--- src/rtl/mem_ctrl_core_pkg.sv ---
// mem_ctrl_core_pkg: shared enums, widths and FSM state for the memory controller slice
package controlpack;
   localparam int DATA_W = 8;
   localparam int ADDR_W = 16;
   typedef enum logic [1:0] {ADDR_NOP, ADDR_LOAD_LO, ADDR_LOAD_HI, ADDR_INC} addr_reg_op_e;
   typedef enum logic [1:0] {ADDR_SEL_PC, ADDR_SEL_MAR} addr_sel_e;
   typedef enum logic [1:0] {MEM_NOP, MEM_READ, MEM_WRITE} mem_op_e;
   typedef enum logic [1:0] {IDLE, RD_WAIT, WR_WAIT, DONE} state_e;
endpackage

--- src/rtl/mem_ctrl_core_if.sv ---
// mem_ctrl_core_if: external serial memory engine bus (controller = master, engine = slave)
interface mem_ctrl_core_if #(parameter int DW = 8);
   logic [24:0]   addr_out;
   logic [DW-1:0] data_out;
   logic [DW-1:0] data_in;
   logic          start_read;
   logic          start_write;
   logic          stall_txn;
   logic          stop_txn;
   logic          data_req;
   logic          data_ready;
   modport master (output addr_out, data_out, start_read, start_write, stall_txn, stop_txn,
                   input data_in, data_req, data_ready);
   modport slave  (input addr_out, data_out, start_read, start_write, stall_txn, stop_txn,
                   output data_in, data_req, data_ready);
endinterface

--- src/rtl/mem_addr_reg.sv ---
// mem_addr_reg: one address register with byte loads and wrapping increment
module mem_addr_reg
   import controlpack::*;
#(parameter int W = ADDR_W)
(
   input  logic         clock,
   input  logic         reset,
   input  logic         en,
   input  addr_reg_op_e op,
   input  logic [W/2-1:0] din,
   output logic [W-1:0] q
);
   // apply the requested operation when enabled; increment wraps naturally
   always_ff @(posedge clock)
      if (reset) q <= '0;
      else if (en) q <= op == ADDR_LOAD_LO ? {q[W-1:W/2], din} :
                       op == ADDR_LOAD_HI ? {din, q[W/2-1:0]} :
                       op == ADDR_INC     ? q + {{(W-1){1'b0}}, 1'b1} : q;
endmodule

--- src/rtl/mem_ctrl_core.sv ---
// mem_ctrl_core: PC/MAR address registers and single-byte read/write sequencer; MEM_AUTO_INC_EN enables post-transaction increment
module mem_ctrl_core
   import controlpack::*;
#(
   parameter int DATA_BUS_WIDTH = DATA_W,
   parameter int ADDRESS_WIDTH  = ADDR_W
)
(
   input  logic                      clock,
   input  logic                      reset,
   input  addr_reg_op_e              addr_reg_op,
   input  addr_sel_e                 addr_sel,
   input  logic [DATA_BUS_WIDTH-1:0] bus_data_in,
   input  mem_op_e                   op,
   output logic [DATA_BUS_WIDTH-1:0] bus_data_out,
   output logic                      op_done_out,
   mem_ctrl_core_if.master           mem
);
   state_e                   state;
   addr_sel_e                sel_q;
   logic [ADDRESS_WIDTH-1:0] pc, mar;
   logic                     idle, auto_inc;
   addr_sel_e                cur_sel;
   addr_reg_op_e             reg_op;
   assign idle    = state == IDLE;
   assign cur_sel = idle ? addr_sel : sel_q;
`ifdef MEM_AUTO_INC_EN
   assign auto_inc = state == DONE;
`else
   assign auto_inc = 1'b0;
`endif
   // address ops only act in IDLE; the DONE-state increment targets the latched register
   assign reg_op = auto_inc ? ADDR_INC : idle ? addr_reg_op : ADDR_NOP;
   mem_addr_reg #(.W(ADDRESS_WIDTH)) u_pc  (.clock(clock), .reset(reset), .en(cur_sel == ADDR_SEL_PC),
                                            .op(reg_op), .din(bus_data_in), .q(pc));
   mem_addr_reg #(.W(ADDRESS_WIDTH)) u_mar (.clock(clock), .reset(reset), .en(cur_sel == ADDR_SEL_MAR),
                                            .op(reg_op), .din(bus_data_in), .q(mar));
   assign mem.addr_out    = {cur_sel == ADDR_SEL_MAR, {(24-ADDRESS_WIDTH){1'b0}},
                             cur_sel == ADDR_SEL_MAR ? mar : pc};
   // strobes are gated by reset so an aborted transaction emits nothing
   assign mem.start_read  = !reset && idle && op == MEM_READ;
   assign mem.start_write = !reset && idle && op == MEM_WRITE;
   assign mem.stop_txn    = !reset && ((state == RD_WAIT && mem.data_ready) || (state == WR_WAIT && mem.data_req));
   assign mem.stall_txn   = 1'b0;
   assign op_done_out     = !reset && state == DONE;
   // transaction sequencer with registered read byte and write byte
   always_ff @(posedge clock)
      if (reset) begin
         state        <= IDLE;
         sel_q        <= ADDR_SEL_PC;
         bus_data_out <= '0;
         mem.data_out <= '0;
      end else
         case (state)
            IDLE:
               if (op == MEM_READ) begin
                  sel_q <= addr_sel;
                  state <= RD_WAIT;
               end else if (op == MEM_WRITE) begin
                  sel_q        <= addr_sel;
                  mem.data_out <= bus_data_in;
                  state        <= WR_WAIT;
               end
            RD_WAIT:
               if (mem.data_ready) begin
                  bus_data_out <= mem.data_in;
                  state        <= DONE;
               end
            WR_WAIT: if (mem.data_req) state <= DONE;
            default: state <= IDLE;
         endcase
endmodule

--- src/flat_wrapper.sv ---
// flat-port wrapper written by rule: the top's interface ports become plain ports
module mem_ctrl_core_flat import controlpack::*;
#(
   parameter int DATA_BUS_WIDTH = DATA_W,
   parameter int ADDRESS_WIDTH  = ADDR_W
)
  (clock, reset, addr_reg_op, addr_sel, bus_data_in, op, bus_data_out, op_done_out, mem_addr_out, mem_data_out, mem_start_read, mem_start_write, mem_stall_txn, mem_stop_txn, mem_data_in, mem_data_req, mem_data_ready);
  mem_ctrl_core_if #(.DW(8)) mem_i ();
  input  logic clock;
  input  logic reset;
  input  addr_reg_op_e addr_reg_op;
  input  addr_sel_e addr_sel;
  input  logic [DATA_BUS_WIDTH-1:0] bus_data_in;
  input  mem_op_e op;
  output logic [DATA_BUS_WIDTH-1:0] bus_data_out;
  output logic op_done_out;
  output wire logic [$bits(mem_i.addr_out)-1:0] mem_addr_out;
  output wire logic [$bits(mem_i.data_out)-1:0] mem_data_out;
  output wire logic [$bits(mem_i.start_read)-1:0] mem_start_read;
  output wire logic [$bits(mem_i.start_write)-1:0] mem_start_write;
  output wire logic [$bits(mem_i.stall_txn)-1:0] mem_stall_txn;
  output wire logic [$bits(mem_i.stop_txn)-1:0] mem_stop_txn;
  input wire logic [$bits(mem_i.data_in)-1:0] mem_data_in;
  input wire logic [$bits(mem_i.data_req)-1:0] mem_data_req;
  input wire logic [$bits(mem_i.data_ready)-1:0] mem_data_ready;
  assign mem_addr_out = mem_i.addr_out;
  assign mem_data_out = mem_i.data_out;
  assign mem_start_read = mem_i.start_read;
  assign mem_start_write = mem_i.start_write;
  assign mem_stall_txn = mem_i.stall_txn;
  assign mem_stop_txn = mem_i.stop_txn;
  assign mem_i.data_in = mem_data_in;
  assign mem_i.data_req = mem_data_req;
  assign mem_i.data_ready = mem_data_ready;
  mem_ctrl_core #(.DATA_BUS_WIDTH(DATA_BUS_WIDTH), .ADDRESS_WIDTH(ADDRESS_WIDTH)) u_core (.clock(clock), .reset(reset), .addr_reg_op(addr_reg_op), .addr_sel(addr_sel), .bus_data_in(bus_data_in), .op(op), .bus_data_out(bus_data_out), .op_done_out(op_done_out), .mem(mem_i));
endmodule
--- config.mk ---
export PLATFORM = sky130hd
export DESIGN_NAME = mem_ctrl_core_flat
export DESIGN_NICKNAME = d
export VERILOG_FILES = /design/src/rtl/mem_ctrl_core_pkg.sv /design/src/rtl/mem_ctrl_core_if.sv /design/src/rtl/mem_addr_reg.sv /design/src/rtl/mem_ctrl_core.sv /design/src/flat_wrapper.sv
export SDC_FILE = /design/constraint.sdc
export NUM_CORES = 1
export LEC_CHECK = 0
export CORE_MARGIN = 3
export CORE_UTILIZATION = 45
export DETAILED_ROUTE_END_ITERATION = 7
export GPL_ROUTABILITY_DRIVEN = 0
export PLACE_DENSITY = 0.75
export SLEW_MARGIN = 20
export SYNTH_ARGS = -nofsm -noshare
export SYNTH_HDL_FRONTEND = slang
export SYNTH_HIERARCHICAL = 1
export SYNTH_SLANG_ARGS = --single-unit
export TNS_END_PERCENT = 100
--- constraint.sdc ---
create_clock -name clock -period 1.96 [get_ports clock]
set_input_delay 0.294 -clock clock [delete_from_list [all_inputs] [get_ports clock]]
set_output_delay 0.294 -clock clock [all_outputs]
set_load 0.01 [all_outputs]
==> impl_metrics.json <==
{
  "status": "finished with violations",
  "failed_checks": "setup timing",
  "syn-mean-instance-area_sq_um": 8.41,
  "fillCellCount": 543,
  "worst_path_cell_trace": "inv_2, ha_4, nand3b_1, buf_6, o21ai_4, buf_12, buf_6, mux2_4, buf_6",
  "vias": 3599,
  "netlist_instances": 399,
  "grt_setup_unrepaired": "yes",
  "floorplan.die_area_sq_um": 8530,
  "total_clock_buffers_created_by_cts": 5,
  "static-leakage-power_nw": 1.85,
  "yosysWarnings": 6,
  "core_region_area_sq_um": 7020,
  "cts.clk_slew.worst_paths_ps": 90,
  "power.clock.fraction_pct": 16.5,
  "power_density_nw_per_um2": 919,
  "vdd_ir_drop_max_v": 0.000530,
  "ys_async_sr_fraction_pct": 0,
  "clock_sinks": 52,
  "reg2reg_from": "u_core/state[0]",
  "wl_per_cell_um": 18.6,
  "max_capacitance_violation_total": 0,
  "max_clock_freq_mhz": 453,
  "critical-path-top-cell-by-count": "buf_6",
  "post-synth-top-area-cell": "dfxtp_1",
  "drcViolationCount": 0,
  "ios": 72,
  "detail_route.iter0.violations": 345,
  "skew_ps": 11.4,
  "critical_path.reg2reg.endpoint": "u_core/u_pc/q[8]",
  "timing.critical_path.from": "u_core/state[0]",
  "most_numerous_cell_types_in_the_synthesized_netlist": "dfxtp_1, nand2_1, nor2_1",
  "seq_power_share_pct": 31.0,
  "synth_seq_area_share_pct": 31.0,
  "drv_slew": 0,
  "postCtsHoldBufs": 0,
  "dpl.hpwl_mm": 7.08,
  "post_route_cells_drive_above_1_share_pct": 32.1,
  "setup_total_negative_slack_ps": -3290,
  "post_synth_instance_area_sq_um": 3350,
  "setup_viol": 22,
  "ctsHtreeMaxLevel": 2,
  "worst_skew_pair.late_latency_ps": 310,
  "route.detailed.vias_per_inst": 5.90,
  "tritoncts": "yes",
  "grt_pass1_vias": 3424,
  "worst_setup_path_endpoint": "mem_addr_out[13]",
  "critPathSlowestCell": "dfxtp_2",
  "cp-end-kind": "primary output",
  "cell_family_with_the_largest_share_of_critical_path_delay": "buffers and inverters",
  "internal-power_mw": 2.82,
  "global_route.overflow_total": 0,
  "clock_path_buffers": 2,
  "grt_pass1_wl_mm": 17.3,
  "drt_first_pass_iters": 5,
  "reg2regPathDepth": 11,
  "worstSetupStartpointType": "flip-flop",
  "reg2reg_slack_ps": -140,
  "gr-usage-all-layers_pct": 25.4,
  "cts_root_buffer": "clkbuf_8",
  "yosysUniqueCellTypes": 44,
  "hold_slack_ps": 464,
  "crit_arrival_ps": 1920,
  "critical_path_buf_inv_count": 5,
  "smallest_setup_slack_after_layout_ps": -250,
  "worst-setup-path-type": "reg -> out",
  "post_synth_main_area_contributors": "dfxtp_1, mux2i_1, mux2_2",
  "longest_individual_stage_delay_on_the_worst_path_ps": 360,
  "hold_class": "reg -> reg",
  "area.growth.synth_to_final_pct": 46.3,
  "synthFlopType": "dfxtp_1",
  "finalCritPeriodShare_pct": 113,
  "area.sequential_sq_um": 1040,
  "share_comb_of_total_power_pct": 52.5,
  "final_antenna_net_count": 0,
  "path_max_fanout": 6,
  "insertedDiodeCount": 0,
  "synth_enable_flop_cells": 0,
  "multiInputGateArea_sq_um": 2360,
  "cp_num_cells": 9,
  "hold_violations": 0,
  "final_net_count": 548,
  "net-switching-power_mw": 1.69,
  "postSynthRegisterBits": 52,
  "min_from": "u_core/bus_data_out[3]",
  "die-height_um": 92.3,
  "period_minus_slack_ps": 2210,
  "grt_antenna_before_repair": 0,
  "dp_slack_ps": -489,
  "pin_count_of_the_biggest_net_entering_global_routing": 32,
  "synth_largest_type_area_fraction_pct": 31.0,
  "drt_wl_total_mm": 11.4,
  "worstPathRequired_ps": 1670,
  "post-synth-top-count-cell": "dfxtp_1",
  "start_util_pct": 47.8,
  "switching_share_pct": 37.5,
  "placement.io_buffers": 62,
  "dieWidth_um": 92.3,
  "placementRows": 30
}
power by group through the flow:
stage	Combinational (mW)	Sequential, mW	Clock, mW
finish	2.37	1.40	0.745
global route	2.50	1.42	0.794
CTS	2.12	1.38	0.755
detailed placement	1.69	1.40	0
global placement	1.64	1.40	0
floorplan	0.935	1.39	0
worst register-to-register path: stages (launching register included):
cell     delay [ps]
dfxtp_2         360
inv_2            50
ha_4            180
buf_4           160
nor3_4          120
a21o_1          210
buf_6           130
nand4_1         160
nor3_2          300
buf_4           160
a221o_1         130
nor2_1           40
cell usage in the layout (no fill, tap or decap), drive strengths merged, types with 12 or more instances in the layout:
cell type,count
nand2,44
mux2,17
nand3,18
inv,13
buf,83
a211oi,12
mux2i,21
nor3,16
nor4,14
nor2,31
dfxtp,52
a21oi,22
clkdlybuf4s50,40
o21ai,27
final cells by class:
cell class	instances	area share (%)
multi-input cells	313	48.0
repair buffers	128	25.0
flip-flops and latches	52	21.3
well taps	96	2.45
clock buffers	6	1.48
inverters	13	0.995
clock inverters	2	0.714
routing by layer:
| metal | global-route usage (%) | share of wire [%] | routed length (um) | up-vias |
|---|---|---|---|---|
| li1 | - | - | - | 1666 |
| met1 | 32.6 | 41 | 4720 | 1736 |
| met2 | 41.3 | 48 | 5440 | 169 |
| met3 | 5.69 | 8.1 | 924 | 28 |
| met4 | 10.3 | 2.5 | 288 | 0 |
| met5 | 0 | 0 | 0 | - |
per-stage QoR:
step           utilization, %  power (mW)  area [sq um]  std cells
6_report                 69.9        4.51          4910        610
5_1_grt                  69.9        4.71          4910        610
4_1_cts                  67.6        4.26          4750        604
3_5_place_dp             60.8        3.09          4270        572
3_3_place_gp             60.8        3.04          4270        572
2_1_floorplan               -        2.32          3400        407
sequential cells by signal, indices dropped and copies added (netlist names):
name / flops
u_core/mem.data_out: 8
u_core/bus_data_out: 8
u_core/u_pc/q: 16
u_core/u_mar/q: 16
u_core/state: 2
u_core/sel_q: 2
cell families (layout without fill, tap and decap cells):
logic type | count (synthesis) | count (layout) | synth area share [%]
buffers and inverters | 45 | 149 | 6.83
AOI/OAI and AO/OA | 90 | 93 | 18.8
muxes | 38 | 38 | 12.0
adders and majority gates | 9 | 9 | 3.36
other | 1 | 9 | 0.112
and+or+nand+nor | 164 | 164 | 27.9
DFF | 52 | 52 | 31.0
worst min path at each step:
stage | slack (ps) | to | cells after the start
floorplan | 360 | u_core/u_mar/q[12] | 1
CTS | 470 | u_core/bus_data_out[7] | 2
global placement | 440 | u_core/bus_data_out[0] | 2
global route | 480 | u_core/bus_data_out[3] | 2
finish | 460 | u_core/bus_data_out[3] | 2
detailed placement | 450 | u_core/bus_data_out[7] | 2
repair_timing:
item,CTS,global route
gates resized for setup,130,33
pin swaps,6,19
buffers inserted,21,8
cloned,3,0
setup endpoints to repair,41,44
No activity file was read; power rests on OpenSTA's default activity.
